File: src/rtl/fpu_host_sequencer_pkg.sv
`default_nettype none
// +----------------------------------------------------------------------+
// | Module   : pa_fpu (package)                                           |
// | Purpose  : Shared types and register map for the byte-bus FPU and its |
// |            host sequencer.                                           |
// | Revision : 1.0  initial release                                       |
// +----------------------------------------------------------------------+
package pa_fpu;

  // FPU operation codes as seen on register address 8
  typedef enum logic [3:0] {
    op_add = 4'd0,
    op_sub = 4'd1,
    op_mul = 4'd2,
    op_div = 4'd3
  } e_fpu_operation;

  // Host sequencer states
  typedef enum logic [3:0] {
    IDLE      = 4'd0,
    WR_SETUP  = 4'd1,
    WR_STROBE = 4'd2,
    WR_HOLD   = 4'd3,
    WAIT_END  = 4'd4,
    SETTLE    = 4'd5,
    RD_SETUP  = 4'd6,
    RD_STROBE = 4'd7,
    RD_HOLD   = 4'd8,
    ACK       = 4'd9,
    WAIT_CLR  = 4'd10,
    RESP      = 4'd11
  } e_fpu_seq_state;

  // Phases of a single byte-bus access
  typedef enum logic [1:0] {
    BUS_IDLE   = 2'd0,
    BUS_SETUP  = 2'd1,
    BUS_STROBE = 2'd2,
    BUS_HOLD   = 2'd3
  } e_bus_phase;

  // FPU register map
  localparam logic [3:0] FPU_ADDR_A0 = 4'd0;
  localparam logic [3:0] FPU_ADDR_B0 = 4'd4;
  localparam logic [3:0] FPU_ADDR_OP = 4'd8;
  localparam logic [3:0] FPU_ADDR_R0 = 4'd9;

  // Byte written at write index idx: A bytes 0..3, B bytes 4..7, opcode at 8
  function automatic logic [7:0] wr_byte(input logic [31:0] a, input logic [31:0] b,
                                         input logic [3:0] op, input logic [3:0] idx);
    logic [7:0] res;
    if (idx < FPU_ADDR_B0)      res = a[{idx[1:0], 3'b000} +: 8];
    else if (idx < FPU_ADDR_OP) res = b[{idx[1:0], 3'b000} +: 8];
    else                        res = {4'b0000, op};
    return res;
  endfunction

endpackage
`default_nettype wire

File: src/rtl/fpu_host_sequencer_bus_cycle.sv
`default_nettype none
// +----------------------------------------------------------------------+
// | Module   : fpu_bus_cycle                                              |
// | Purpose  : One byte-bus access to the FPU: setup, strobe, hold, with  |
// |            read capture on the last strobe cycle.                     |
// | Revision : 1.0  initial release                                       |
// +----------------------------------------------------------------------+
module fpu_bus_cycle
  import pa_fpu::*;
#(
  parameter int STROBE_CYCLES = 2
) (
  input  logic       clk,
  input  logic       arst_n,
  input  logic       start,        // begin an access; honoured in idle or hold
  input  logic       is_read,
  input  logic [3:0] addr,
  input  logic [7:0] wdata,
  output logic       last_strobe,  // current cycle is the final strobe cycle
  output logic       done,         // access is in its hold cycle
  output logic [7:0] rdata,
  output logic [3:0] fpu_addr,
  output logic       fpu_cs,
  output logic       fpu_wr,
  output logic       fpu_rd,
  output logic [7:0] fpu_data_out,
  input  logic [7:0] fpu_data_in
);

  localparam logic [3:0] C_LAST = 4'(STROBE_CYCLES - 1);

  e_bus_phase phase_q, phase_d;
  logic [3:0] cnt_q, cnt_d;
  logic       read_q, read_d;
  logic [3:0] addr_q, addr_d;
  logic [7:0] data_q, data_d;
  logic [7:0] rdata_q, rdata_d;
  logic       cs_q, cs_d, wr_q, wr_d, rd_q, rd_d;

  assign last_strobe  = (phase_q == BUS_STROBE) && (cnt_q == C_LAST);
  assign done         = (phase_q == BUS_HOLD);
  assign rdata        = rdata_q;
  assign fpu_addr     = addr_q;
  assign fpu_data_out = data_q;
  assign fpu_cs       = cs_q;
  assign fpu_wr       = wr_q;
  assign fpu_rd       = rd_q;

  // Next access phase; strobes are derived from the next phase so they come straight off flops
  always_comb begin
    phase_d = phase_q;
    cnt_d   = cnt_q;
    read_d  = read_q;
    addr_d  = addr_q;
    data_d  = data_q;
    rdata_d = rdata_q;
    case (phase_q)
      BUS_IDLE, BUS_HOLD: begin
        if (start) begin
          phase_d = BUS_SETUP;
          read_d  = is_read;
          addr_d  = addr;
          if (!is_read) data_d = wdata;
        end else begin
          phase_d = BUS_IDLE;
        end
      end
      BUS_SETUP: begin
        phase_d = BUS_STROBE;
        cnt_d   = 4'd0;
      end
      BUS_STROBE: begin
        if (cnt_q == C_LAST) begin
          phase_d = BUS_HOLD;
          if (read_q) rdata_d = fpu_data_in;
        end else begin
          cnt_d = cnt_q + 4'd1;
        end
      end
      default: phase_d = BUS_IDLE;
    endcase
    cs_d = (phase_d != BUS_STROBE);
    wr_d = !((phase_d == BUS_STROBE) && !read_d);
    rd_d = !((phase_d == BUS_STROBE) && read_d);
  end

  // Access state and registered bus outputs; reset parks strobes high at once
  always_ff @(posedge clk or negedge arst_n) begin
    if (!arst_n) begin
      phase_q <= BUS_IDLE;
      cnt_q   <= 4'd0;
      read_q  <= 1'b0;
      addr_q  <= 4'd0;
      data_q  <= 8'd0;
      rdata_q <= 8'd0;
      cs_q    <= 1'b1;
      wr_q    <= 1'b1;
      rd_q    <= 1'b1;
    end else begin
      phase_q <= phase_d;
      cnt_q   <= cnt_d;
      read_q  <= read_d;
      addr_q  <= addr_d;
      data_q  <= data_d;
      rdata_q <= rdata_d;
      cs_q    <= cs_d;
      wr_q    <= wr_d;
      rd_q    <= rd_d;
    end
  end

endmodule
`default_nettype wire

File: src/rtl/fpu_host_sequencer.sv
`default_nettype none
// +----------------------------------------------------------------------+
// | Module   : fpu_host_sequencer                                         |
// | Purpose  : Turns a 32-bit FPU request into byte-bus writes, waits for |
// |            completion, reads the result and returns it.               |
// | Revision : 1.0  initial release                                       |
// +----------------------------------------------------------------------+
module fpu_host_sequencer
  import pa_fpu::*;
#(
  parameter int STROBE_CYCLES  = 2,
  parameter int SETTLE_CYCLES  = 2,
  parameter int TIMEOUT_CYCLES = 1024
) (
  input  logic        clk,
  input  logic        arst_n,
  input  logic        req_valid,
  output logic        req_ready,
  input  logic [3:0]  req_op,
  input  logic [31:0] req_a,
  input  logic [31:0] req_b,
  output logic        rsp_valid,
  input  logic        rsp_ready,
  output logic [31:0] rsp_result,
  output logic        rsp_err,
  output logic [3:0]  fpu_addr,
  output logic        fpu_cs,
  output logic        fpu_wr,
  output logic        fpu_rd,
  output logic [7:0]  fpu_data_out,
  input  logic [7:0]  fpu_data_in,
  input  logic        fpu_cmd_end,
  output logic        fpu_end_ack
);

  // One counter serves both the settle delay and the timeout
  localparam int C_CNT_MAX = (TIMEOUT_CYCLES > SETTLE_CYCLES) ? TIMEOUT_CYCLES : SETTLE_CYCLES;
  localparam int C_TW      = $clog2(C_CNT_MAX + 1);
  localparam logic [C_TW-1:0] C_TMO_LAST    = C_TW'(TIMEOUT_CYCLES - 1);
  localparam logic [C_TW-1:0] C_SETTLE_LAST = C_TW'(SETTLE_CYCLES - 1);

  e_fpu_seq_state state_q, state_d;
  logic [3:0]      idx_q, idx_d;
  logic [C_TW-1:0] tmo_q, tmo_d;
  logic [31:0]     a_q, a_d, b_q, b_d;
  logic [3:0]      op_q, op_d;
  logic            req_ready_q, req_ready_d;
  logic            rsp_valid_q, rsp_valid_d;
  logic            rsp_err_q, rsp_err_d;
  logic [31:0]     rsp_result_q, rsp_result_d;
  logic            end_ack_q, end_ack_d;

  logic            eng_start, eng_read, eng_last_strobe, eng_done;
  logic [3:0]      eng_addr;
  logic [7:0]      eng_wdata, eng_rdata;

  assign req_ready   = req_ready_q;
  assign rsp_valid   = rsp_valid_q;
  assign rsp_err     = rsp_err_q;
  assign rsp_result  = rsp_result_q;
  assign fpu_end_ack = end_ack_q;

  fpu_bus_cycle #(.STROBE_CYCLES(STROBE_CYCLES)) u_bus (
    .clk          (clk),
    .arst_n       (arst_n),
    .start        (eng_start),
    .is_read      (eng_read),
    .addr         (eng_addr),
    .wdata        (eng_wdata),
    .last_strobe  (eng_last_strobe),
    .done         (eng_done),
    .rdata        (eng_rdata),
    .fpu_addr     (fpu_addr),
    .fpu_cs       (fpu_cs),
    .fpu_wr       (fpu_wr),
    .fpu_rd       (fpu_rd),
    .fpu_data_out (fpu_data_out),
    .fpu_data_in  (fpu_data_in)
  );

  // Transaction sequencing; bus states track the access engine phase by phase
  always_comb begin
    state_d      = state_q;
    idx_d        = idx_q;
    tmo_d        = tmo_q;
    a_d          = a_q;
    b_d          = b_q;
    op_d         = op_q;
    req_ready_d  = 1'b0;
    rsp_valid_d  = rsp_valid_q;
    rsp_err_d    = rsp_err_q;
    rsp_result_d = rsp_result_q;
    end_ack_d    = 1'b0;
    eng_start    = 1'b0;
    eng_read     = 1'b0;
    eng_addr     = FPU_ADDR_A0;
    eng_wdata    = 8'd0;
    case (state_q)
      IDLE: begin
        req_ready_d = 1'b1;
        if (req_valid && req_ready_q) begin
          a_d          = req_a;
          b_d          = req_b;
          op_d         = req_op;
          idx_d        = 4'd0;
          req_ready_d  = 1'b0;
          rsp_err_d    = 1'b0;
          rsp_result_d = 32'd0;
          eng_start    = 1'b1;
          eng_addr     = FPU_ADDR_A0;
          eng_wdata    = req_a[7:0];
          state_d      = WR_SETUP;
        end
      end
      WR_SETUP:  state_d = WR_STROBE;
      WR_STROBE: if (eng_last_strobe) state_d = WR_HOLD;
      WR_HOLD: begin
        if (eng_done) begin
          if (idx_q == FPU_ADDR_OP) begin
            state_d = WAIT_END;
            tmo_d   = '0;
          end else begin
            idx_d     = idx_q + 4'd1;
            eng_start = 1'b1;
            eng_addr  = FPU_ADDR_A0 + idx_d;
            eng_wdata = wr_byte(a_q, b_q, op_q, idx_d);
            state_d   = WR_SETUP;
          end
        end
      end
      WAIT_END: begin
        if (fpu_cmd_end) begin
          state_d = SETTLE;
          tmo_d   = '0;
        end else if (tmo_q == C_TMO_LAST) begin
          state_d      = RESP;
          rsp_valid_d  = 1'b1;
          rsp_err_d    = 1'b1;
          rsp_result_d = 32'd0;
        end else begin
          tmo_d = tmo_q + 1'b1;
        end
      end
      SETTLE: begin
        if (tmo_q == C_SETTLE_LAST) begin
          idx_d     = 4'd0;
          eng_start = 1'b1;
          eng_read  = 1'b1;
          eng_addr  = FPU_ADDR_R0;
          state_d   = RD_SETUP;
        end else begin
          tmo_d = tmo_q + 1'b1;
        end
      end
      RD_SETUP:  state_d = RD_STROBE;
      RD_STROBE: if (eng_last_strobe) state_d = RD_HOLD;
      RD_HOLD: begin
        if (eng_done) begin
          rsp_result_d[{idx_q[1:0], 3'b000} +: 8] = eng_rdata;
          if (idx_q == 4'd3) begin
            end_ack_d = 1'b1;
            state_d   = ACK;
          end else begin
            idx_d     = idx_q + 4'd1;
            eng_start = 1'b1;
            eng_read  = 1'b1;
            eng_addr  = FPU_ADDR_R0 + idx_d;
            state_d   = RD_SETUP;
          end
        end
      end
      ACK: begin
        tmo_d   = '0;
        state_d = WAIT_CLR;
      end
      WAIT_CLR: begin
        if (!fpu_cmd_end) begin
          state_d     = RESP;
          rsp_valid_d = 1'b1;
        end else if (tmo_q == C_TMO_LAST) begin
          state_d     = RESP;
          rsp_valid_d = 1'b1;
          rsp_err_d   = 1'b1;
        end else begin
          tmo_d = tmo_q + 1'b1;
        end
      end
      RESP: begin
        if (rsp_valid_q && rsp_ready) begin
          rsp_valid_d = 1'b0;
          state_d     = IDLE;
        end
      end
      default: state_d = IDLE;
    endcase
  end

  // State and registered handshake/result outputs
  always_ff @(posedge clk or negedge arst_n) begin
    if (!arst_n) begin
      state_q      <= IDLE;
      idx_q        <= 4'd0;
      tmo_q        <= '0;
      a_q          <= 32'd0;
      b_q          <= 32'd0;
      op_q         <= 4'd0;
      req_ready_q  <= 1'b0;
      rsp_valid_q  <= 1'b0;
      rsp_err_q    <= 1'b0;
      rsp_result_q <= 32'd0;
      end_ack_q    <= 1'b0;
    end else begin
      state_q      <= state_d;
      idx_q        <= idx_d;
      tmo_q        <= tmo_d;
      a_q          <= a_d;
      b_q          <= b_d;
      op_q         <= op_d;
      req_ready_q  <= req_ready_d;
      rsp_valid_q  <= rsp_valid_d;
      rsp_err_q    <= rsp_err_d;
      rsp_result_q <= rsp_result_d;
      end_ack_q    <= end_ack_d;
    end
  end

endmodule
`default_nettype wire

File: config.mk
export PLATFORM = sky130hd
export DESIGN_NAME = fpu_host_sequencer
export DESIGN_NICKNAME = d
export VERILOG_FILES = /design/src/rtl/fpu_host_sequencer_pkg.sv /design/src/rtl/fpu_host_sequencer_bus_cycle.sv /design/src/rtl/fpu_host_sequencer.sv
export SDC_FILE = /design/constraint.sdc
export NUM_CORES = 1
export LEC_CHECK = 0
export ABC_AREA = 1
export CORE_MARGIN = 2
export CORE_UTILIZATION = 49
export DETAILED_ROUTE_END_ITERATION = 6
export DONT_BUFFER_PORTS = 1
export PLACE_DENSITY = 0.6
export SLEW_MARGIN = 0
export SYNTH_ARGS = -nofsm -noshare
export SYNTH_HDL_FRONTEND = slang
export SYNTH_SLANG_ARGS = --single-unit
File: constraint.sdc
create_clock -name clk -period 5.6 [get_ports clk]
set_input_delay 0.84 -clock clk [delete_from_list [all_inputs] [get_ports clk]]
set_output_delay 0.84 -clock clk [all_outputs]
set_load 0.02 [all_outputs]
======== Word-level counts from Yosys, hierarchy flattened ========
Index checks and enable logic that the tools add are counted.
operators by class
  add/sub/neg operators ................... 5
  $lt $le $gt $ge ......................... 2
  equal/unequal tests ..................... 36
  shift-type cells ........................ 4
  mux-type cells .......................... 75
  bitwise gates (word level) .............. 1
  reduce and logical (&&, ||, !) cells .... 28
operator list
  kind                      count
  $mux W32                  4
  $pmux W32 S3              1
  $mux W4                   23
  $mux W11                  6
  $shiftx A32 B6 Y8         2
  $pmux W11 S5              1
  $pmux W4 S12              1
  $mux W8                   5
  $bwmux W32                1
  $ne A2 B2 Y1 const B      16
  $shift A8 B7 Y32 const A  1
  $shiftx A8 B7 Y32         1
  $mux W1                   22
  $eq A4 B4 Y1 const B      5
  $eq A4 B3 Y1 const B      4
  $pmux W4 S4               1
  $pmux W8 S2               1
  $reduce_and A7 Y1         2
  $eq A4 B2 Y1 const B      3
  $pmux W4 S3               1
  $add A11 B1 Y11 const B   1
  $eq A11 B1 Y1 const B     1
  $eq A11 B10 Y1 const B    1
  $reduce_and A5 Y1         2
  28 further kinds          45
word-level totals
  bits in registers ....................... 153
  output and inout port bits .............. 51
  logic and storage cells ................. 171

======== Depth between registers and ports, before layout ========
Gate-level depths: netlist (run 1).
  depth after elaboration ................. 9
  depth in mapped cells ................... 14
  depth with buffers taken out ............ 12

======== Cells and area by module ========
A second synthesis (run 1) with hierarchy kept.
second synthesis, totals
  cell total of the unflattened synthesis .. 1017
  area, all modules ....................... 7863.8 µm²
by module, submodules not included
  module              instances  cells each  area each (µm²)  sequential area each (µm²)
  fpu_host_sequencer  1          872         6465.0           3078.0
  fpu_bus_cycle       1          145         1398.8           754.5

======== Worst setup path before layout (run 1) ========
OpenSTA, ideal clock, no wires.
  path type ............................... reg-to-reg
  start ................................... register idx_q[0]
  end ..................................... register u_bus.addr_q[3] (netlist: u_bus.fpu_addr[3])
  arrival time ............................ 1.935 ns
  required time ........................... 5.482 ns
  slack ................................... 3.547 ns
  stages on the path, launching flop included .. 12
  path buffers ............................ 3
  clock period less this slack ............ 2.053 ns
  cell sequence ........................... dfrtp_1 -> buf_2 -> inv_2 -> ha_1 -> buf_2 -> nand2_1 -> clkbuf_1 -> o21ai_0 -> nand3_1 -> nand2_1 -> nand3_1 -> nand2_1
between the ends
  word-level cells in the longest chain between the ends .. 5
RTL lines
  what                                                     RTL line                                              RTL
  start, declared                                          fpu_host_sequencer.sv:43                              logic [3:0] idx_q, idx_d;
  start signal, assigned                                   fpu_host_sequencer.sv:214                             idx_q <= idx_d;
  $add A4 B1 Y4, or another cell as far along              fpu_host_sequencer.sv:123, fpu_host_sequencer.sv:164
  $add A4 B4 Y4, or another cell as far along              fpu_host_sequencer.sv:167                             eng_addr = FPU_ADDR_R0 + idx_d;
  $mux W4, or another cell as far along                    fpu_host_sequencer.sv:160                             if (idx_q == 4'd3) begin
  $mux W4 / $pmux W1 S4 (equally long branches)            fpu_host_sequencer.sv:158, fpu_host_sequencer.sv:98
  $pmux W4 S3 / $reduce_and A2 Y1 (equally long branches)  --
  end signal, assigned                                     fpu_host_sequencer_bus_cycle.sv:103                   addr_q <= addr_d;
  end, declared                                            fpu_host_sequencer_bus_cycle.sv:35                    logic [3:0] addr_q, addr_d;
Parallel ways exist; a longest one is shown, timed or not.
A chain may end at the register's enable or synchronous reset.

======== Worst setup path after layout (run 1) ========
  start ................................... register idx_q[0]
  end ..................................... register u_bus.data_q[4] (netlist: u_bus.fpu_data_out[4])
between the ends
  word-level cells in the longest chain between the ends .. 7
RTL lines
  what                                                      RTL line                             RTL
  $add A4 B1 Y4                                             fpu_host_sequencer.sv:123            idx_d = idx_q + 4'd1;
  $shiftx A32 B6 Y8 / $lt A4 B4 Y1 (equally long branches)  fpu_host_sequencer_pkg.sv:53         else if (idx < FPU_ADDR_OP) res = b[{idx[1:0], 3'b000} +: 8];
  $mux W8                                                   fpu_host_sequencer_pkg.sv:53
  $mux W8                                                   fpu_host_sequencer_pkg.sv:52         if (idx < FPU_ADDR_B0) res = a[{idx[1:0], 3'b000} +: 8];
  $mux W8                                                   fpu_host_sequencer.sv:119            if (idx_q == FPU_ADDR_OP) begin
  $mux W8                                                   fpu_host_sequencer.sv:118            if (eng_done) begin
  $pmux W8 S2                                               fpu_host_sequencer.sv:98             case (state_q)
  end signal, assigned                                      fpu_host_sequencer_bus_cycle.sv:104  data_q <= data_d;
  end, declared                                             fpu_host_sequencer_bus_cycle.sv:36   logic [7:0] data_q, data_d;
Parallel ways exist; a longest one is shown, timed or not.

==> flow_metrics.tcl, run 1 <==
set metrics [dict create \
    outcome "completed" \
    synth_enable_flop_cells 0 \
    yosysMostFrequentCell "nand2_1" \
    arrival_ns 3.35 \
    reg2reg_to "u_bus.fpu_data_out[4]$_DFFE_PN0P_" \
    nFillCells 1599 \
    cts_num_sinks 153 \
    wire_per_inst_um 15.3 \
    initial_core_util_pct 50.4 \
    worstSetupEndpointType "flip-flop" \
    die_w_um 132 \
    path_class "reg -> reg" \
    drive_above_1_share_pct 11.5 \
    post-place-cells 1231 \
    worstMarginPinSlew_ns 0.814 \
    multi_input_area_um2 3720 \
    grt.overflow.total 0 \
    finalNonFillerCells 1263 \
    total_power_mw 4.19 \
    viasPerCell 5.14 \
    synth_top_area_share_pct 46.5 \
    htree_levels 4 \
    holdWs_ns 0.0893 \
    finalHoldViolCount 0 \
    critPathMaxFanout 19 \
    drc 0 \
    worstSetupStartpointType "flip-flop" \
    cts_buffer_depth 2 \
    ctsResizeCount 0 \
    core_area_um2 16000 \
    leakage_nw 4.40 \
    syn_inst 1050 \
    routed_wl_um 19400 \
    vdd_drop_max_mv 0.261 \
    utilization_pct 54.6 \
    track_usage_pct 23.5 \
    syn_area_um2 8070 \
    synth_nets 1141 \
    netlist.top_cell.by_area "dfrtp_1" \
    synth_area_leaders "dfrtp_1 47%, nand2_1 19%, nor2_1 5.3%" \
    dr.pass1.iters 5 \
    rrSetupSlack_ns 2.58 \
    drv_slew 0 \
    syn2layout_area_growth_pct 8.30 \
    grt_setup_unrepaired "false" \
    antenna_left 0 \
    r2r_cells 12 \
    startpoint "idx_q[0]$_DFFE_PN0P_" \
    grt_max_degree 154 \
    synth_flop_cell "dfrtp_1" \
    diodes 0 \
    finalSetupTns_ns 0 \
    path_clk_slew_ns 0.07 \
    grt_pass1_wl_um 32500 \
    fin_crit_sh_pct 53.9 \
    max_freq_ghz 0.331 \
    max_slew_margin_pct 45.5 \
    place.gp.congestion 0.912 \
    die_area_um2 17500 \
    grt_pass1_vias 6314 \
    nNetsFinal 1125 \
    io_buffers 0 \
    cp.required_ns 5.93 \
    cts_tree "built" \
    vias 6492 \
    rows 46 \
    synth_warnings 0 \
    min_period_ns 3.02 \
    synth.top_cells.by_count "412 x nand2_1, 150 x dfrtp_1, 113 x nor2_1" \
    drt_iter0_markers 399 \
    ys_types 39 \
    hold_class "in -> async" \
    hold_buffers 0 \
    async_reset_ff_share_pct 100 \
    avgSynthCellArea_um2 7.68 \
    cts_setup_buffers 0 \
    clkLatencyLatePin_ns 0.44 \
    setup_viol 0 \
    finalClockSkew_ns 0.00906 \
    maxCapViolations 0 \
    antenna_found_initial 0 \
    cts_buffers 17 \
    ys_seq_area_share_pct 47.5 \
    ys_ff_latch 153 \
    clock-root-buffer "clkbuf_16" \
    io_pins 132 \
    die_y_um 132 \
    cellPowerDensity_nw_per_um2 479 \
    crit_end "u_bus.fpu_data_out[4]$_DFFE_PN0P_" \
    r2r-start "idx_q[0]$_DFFE_PN0P_" \
    hpwl_um 13900 \
    regArea_um2 3830 \
]
[worst max-delay path, stage by stage (launching register included)]
cell	delay (ns)
dfrtp_1	0.73
inv_2	0.23
ha_1	0.52
nor2_2	0.69
inv_1	0.20
nor2_1	0.14
a21oi_1	0.05
nand2_1	0.09
nand2_1	0.05
nand2_1	0.06
nand2_1	0.05
nand2_1	0.05
nand2_1	0.05
[report_power, final]
part | total [mW] | switching, mW | leakage, nW | internal, mW
combinational | 1.35 | 0.941 | 2.13 | 0.406
sequential | 1.67 | 0.239 | 1.99 | 1.43
clock | 1.17 | 0.504 | 0.288 | 0.666
[logic make-up after synthesis]
logic type               after synthesis  share of synthesized area (%)
AO/OA/AOI/OAI                        111                           8.96
XOR/XNOR                               4                          0.434
adder cells (fa/ha/maj)               10                           1.55
buffers and inverters                118                           6.36
flip-flops                           153                           47.5
multiplexers                           8                           1.12
AND/OR/NAND/NOR                      646                           34.1
[placed cells by master (no fill, tap or decap), drive strengths merged, types with 2 or more instances in the layout]
| cell | instances |
|---|---|
| dfstp | 3 |
| nand4 | 14 |
| clkinvlp | 2 |
| o21ai | 92 |
| bufinv | 2 |
| xor2 | 4 |
| nand2 | 421 |
| mux2 | 8 |
| buf | 2 |
| nor3 | 5 |
| clkbuf | 17 |
| ha | 10 |
| clkinv | 6 |
| dfrtp | 150 |
| nand3 | 74 |
| o22ai | 4 |
| inv | 86 |
| nand3b | 5 |
| nor2 | 125 |
| a21oi | 12 |
[through the flow]
| step | setup WS [ns] | area [µm²] |
|---|---|---|
| floorplan | 3.55 | 8070 |
| CTS | 2.59 | 8740 |
| detailed placement | 2.60 | 8150 |
| finish | 2.58 | 8740 |
| global placement | 2.68 | 8150 |
| global route | 2.19 | 8740 |
[state kept, by name, indices dropped and copies added, names as in the netlist, 2 cells and up]
name and count:
u_bus.cnt_q 4, op_q 4, b_q 32, a_q 32, state_q 4, u_bus.rdata 8, idx_q 4, u_bus.fpu_data_out 8
u_bus.phase_q 2, tmo_q 11, u_bus.fpu_addr 4, rsp_result 32
[worst min path at each step]
stage	from	to	slack, ns	cells after the start
4_1_cts	arst_n	tmo_q[2]$_DFFE_PN0P_	0.08	0
2_1_floorplan	u_bus.read_q$_DFF_PN0_	u_bus.fpu_rd$_DFF_PN1_	0.42	1
3_3_place_gp	a_q[0]$_DFFE_PN0P_	a_q[0]$_DFFE_PN0P_	0.46	2
3_5_place_dp	a_q[21]$_DFFE_PN0P_	a_q[21]$_DFFE_PN0P_	0.46	2
6_report	arst_n	tmo_q[2]$_DFFE_PN0P_	0.09	0
5_1_grt	arst_n	tmo_q[2]$_DFFE_PN0P_	0.07	0
[cell type report]
cell class              count  share of cell area, %
repair buffers              2                  0.172
clock buffers              17                   4.87
inverters                  81                   3.48
multi-input cells         779                   42.6
well taps                 216                   3.09
clock inverters            15                   1.89
flip-flops and latches    153                   43.9
[per-layer routing]
layer | wire length, µm | vias up | GRT usage [%]
met5 | 0 | - | 0
met4 | 422 | 0 | 7.77
met3 | 1040 | 33 | 7.15
met2 | 9320 | 170 | 38.4
met1 | 8610 | 2998 | 29.9
li1 | - | 3291 | -
No activity file was read; power rests on OpenSTA's default activity.
==> inputs of run 2 (changes only) <==
==> constraint.sdc (replaced) <==
create_clock -name clk -period 2.94 [get_ports clk]
set_input_delay 0.441 -clock clk [delete_from_list [all_inputs] [get_ports clk]]
set_output_delay 0.441 -clock clk [all_outputs]
set_load 0.02 [all_outputs]
==> flow_metrics.tcl, run 2 (synthesized netlist as in run 1, its figures left out) <==
set metrics [dict create \
    violations "negative hold slack" \
    drc 0 \
    critPathMaxFanout 18 \
    outcome "complete, but fails checks" \
    reg2reg_to "u_bus.fpu_data_out[0]$_DFFE_PN0P_" \
    cp_num_buf_inv 1 \
    io_pins 132 \
    hold_class "in -> async" \
    final_area_um2 8810 \
    crit_path_top_delay_cell "ha_1" \
    io_buffers 0 \
    total_power_mw 8.05 \
    cts_buffers 17 \
    worstMarginPinSlew_ns 0.739 \
    seqPwrFrac_pct 39.2 \
    layout_commonest_cell "nand2_1" \
    layout_common_cells "412 x nand2_1, 150 x dfrtp_1, 112 x nor2_1" \
    place_area_um2 8220 \
    htree_levels 4 \
    syn2layout_area_growth_pct 9.17 \
    cts_buffer_depth 2 \
    path_clk_slew_ns 0.07 \
    switching_share_pct 39.9 \
    place.gp.congestion 0.884 \
    nNetsFinal 1133 \
    vias 6518 \
    cellPowerDensity_nw_per_um2 914 \
    startpoint "idx_q[1]$_DFFE_PN0P_" \
    grt_pass1_wl_um 32400 \
    cp.required_ns 3.26 \
    die_y_um 132 \
    drive_above_1_share_pct 11.9 \
    post-place-cells 1239 \
    die_area_um2 17500 \
    hpwl_um 13800 \
    worstSetupStartpointType "flip-flop" \
    slowest_delay_ns 0.60 \
    viasPerCell 5.13 \
    p_switching_mw 3.21 \
    diodes 0 \
    cts_tree "built" \
    fin_crit_sh_pct 81.4 \
    holdWs_ns -0.293 \
    drv_slew 0 \
    r2r-start "idx_q[1]$_DFFE_PN0P_" \
    grt_setup_unrepaired "false" \
    maxCapViolations 0 \
    grt_pass1_vias 6254 \
    power_frac_comb_pct 33.5 \
    ctsResizeCount 0 \
    setup_viol 0 \
    arrival_ns 2.71 \
    initial_core_util_pct 50.4 \
    path_class "reg -> reg" \
    cts_num_sinks 153 \
    finalNonFillerCells 1271 \
    wire_per_inst_um 15.4 \
    cts_setup_buffers 0 \
    vdd_drop_max_mv 0.476 \
    drt_iter0_markers 416 \
    grt_max_degree 154 \
    crit_family "simple AND/OR/NAND/NOR gates" \
    crit_chain "inv_1, ha_1, nand2_1, nor2_1, nor2_1, nand2_1, nand3_1, nand2_1, nand2_1, nand2_1, nand2_1" \
    antenna_found_initial 0 \
    dr.pass1.iters 5 \
    p_clk_share_pct 27.3 \
    rows 46 \
    routed_wl_um 19500 \
    cp_common_cell "nand2_1" \
    max_freq_ghz 0.418 \
    core_area_um2 16000 \
    clock-root-buffer "clkbuf_16" \
    finalHoldViolCount 151 \
    die_w_um 132 \
    rrSetupSlack_ns 0.55 \
    worstSetupEndpointType "flip-flop" \
    r2r_cells 11 \
    max_slew_margin_pct 50.7 \
    track_usage_pct 23.2 \
    grt.overflow.total 0 \
    clkLatencyLatePin_ns 0.42 \
    finalSetupTns_ns 0 \
    antenna_left 0 \
    power.internal_mw 4.84 \
    finalClockSkew_ns 0.00815 \
    min_period_ns 2.39 \
    crit_end "u_bus.fpu_data_out[0]$_DFFE_PN0P_" \
    leakage_nw 4.45 \
    cp_num_cells 11 \
]
## run 2: cell count changes in the layout (fill, tap and decap cells not counted), sizes merged
cell and change:
clkinvlp -1, clkinv +1, clkbuf +3, buf +8, inv -3
## run 2: how the worst min path moves through the flow
stage | endpoint | slack, ns | cells after the start | startpoint
detailed placement | tmo_q[9]$_DFFE_PN0P_ | 0.15 | 0 | arst_n
global route | tmo_q[1]$_DFFE_PN0P_ | -0.31 | 0 | arst_n
finish | tmo_q[1]$_DFFE_PN0P_ | -0.29 | 0 | arst_n
CTS | tmo_q[9]$_DFFE_PN0P_ | -0.30 | 0 | arst_n
global placement | tmo_q[2]$_DFFE_PN0P_ | 0.15 | 0 | arst_n
floorplan | a_q[0]$_DFFE_PN0P_ | 0.15 | 0 | arst_n
## run 2: through the flow
| step | setup slack [ns] | util, % |
|---|---|---|
| floorplan | 0.887 | - |
| CTS | 0.580 | 55.0 |
| global route | 0.320 | 55.0 |
| detailed placement | 0.603 | 51.4 |
| finish | 0.547 | 55.0 |
| global placement | 0.686 | 51.4 |
## run 2: layer usage
| layer | part of all wire, % | vias up | track usage, % |
|---|---|---|---|
| met5 | 0 | - | 0 |
| met4 | 1.8 | 0 | 7.29 |
| met3 | 4.5 | 26 | 5.04 |
| met2 | 47 | 144 | 37.4 |
| met1 | 46 | 3044 | 31.3 |
| li1 | - | 3304 | - |
## run 2: power by group through the flow
stage	clock [mW]	combinational, mW	sequential [mW]
after floorplan	0	2.16	3.06
after global placement	0	2.68	3.18
after detailed placement	0	2.69	3.18
after CTS	2.25	2.71	3.15
after global routing	2.35	3.10	3.22
final	2.20	2.69	3.15
## run 2: cell type report
class	count	area, µm²
clock inverters	12	141
well taps	216	270
clock buffers	20	447
inverters	81	304
multi-input cells	779	3720
fillers	1570	7190
flip-flops and latches	153	3830
repair buffers	10	87.6
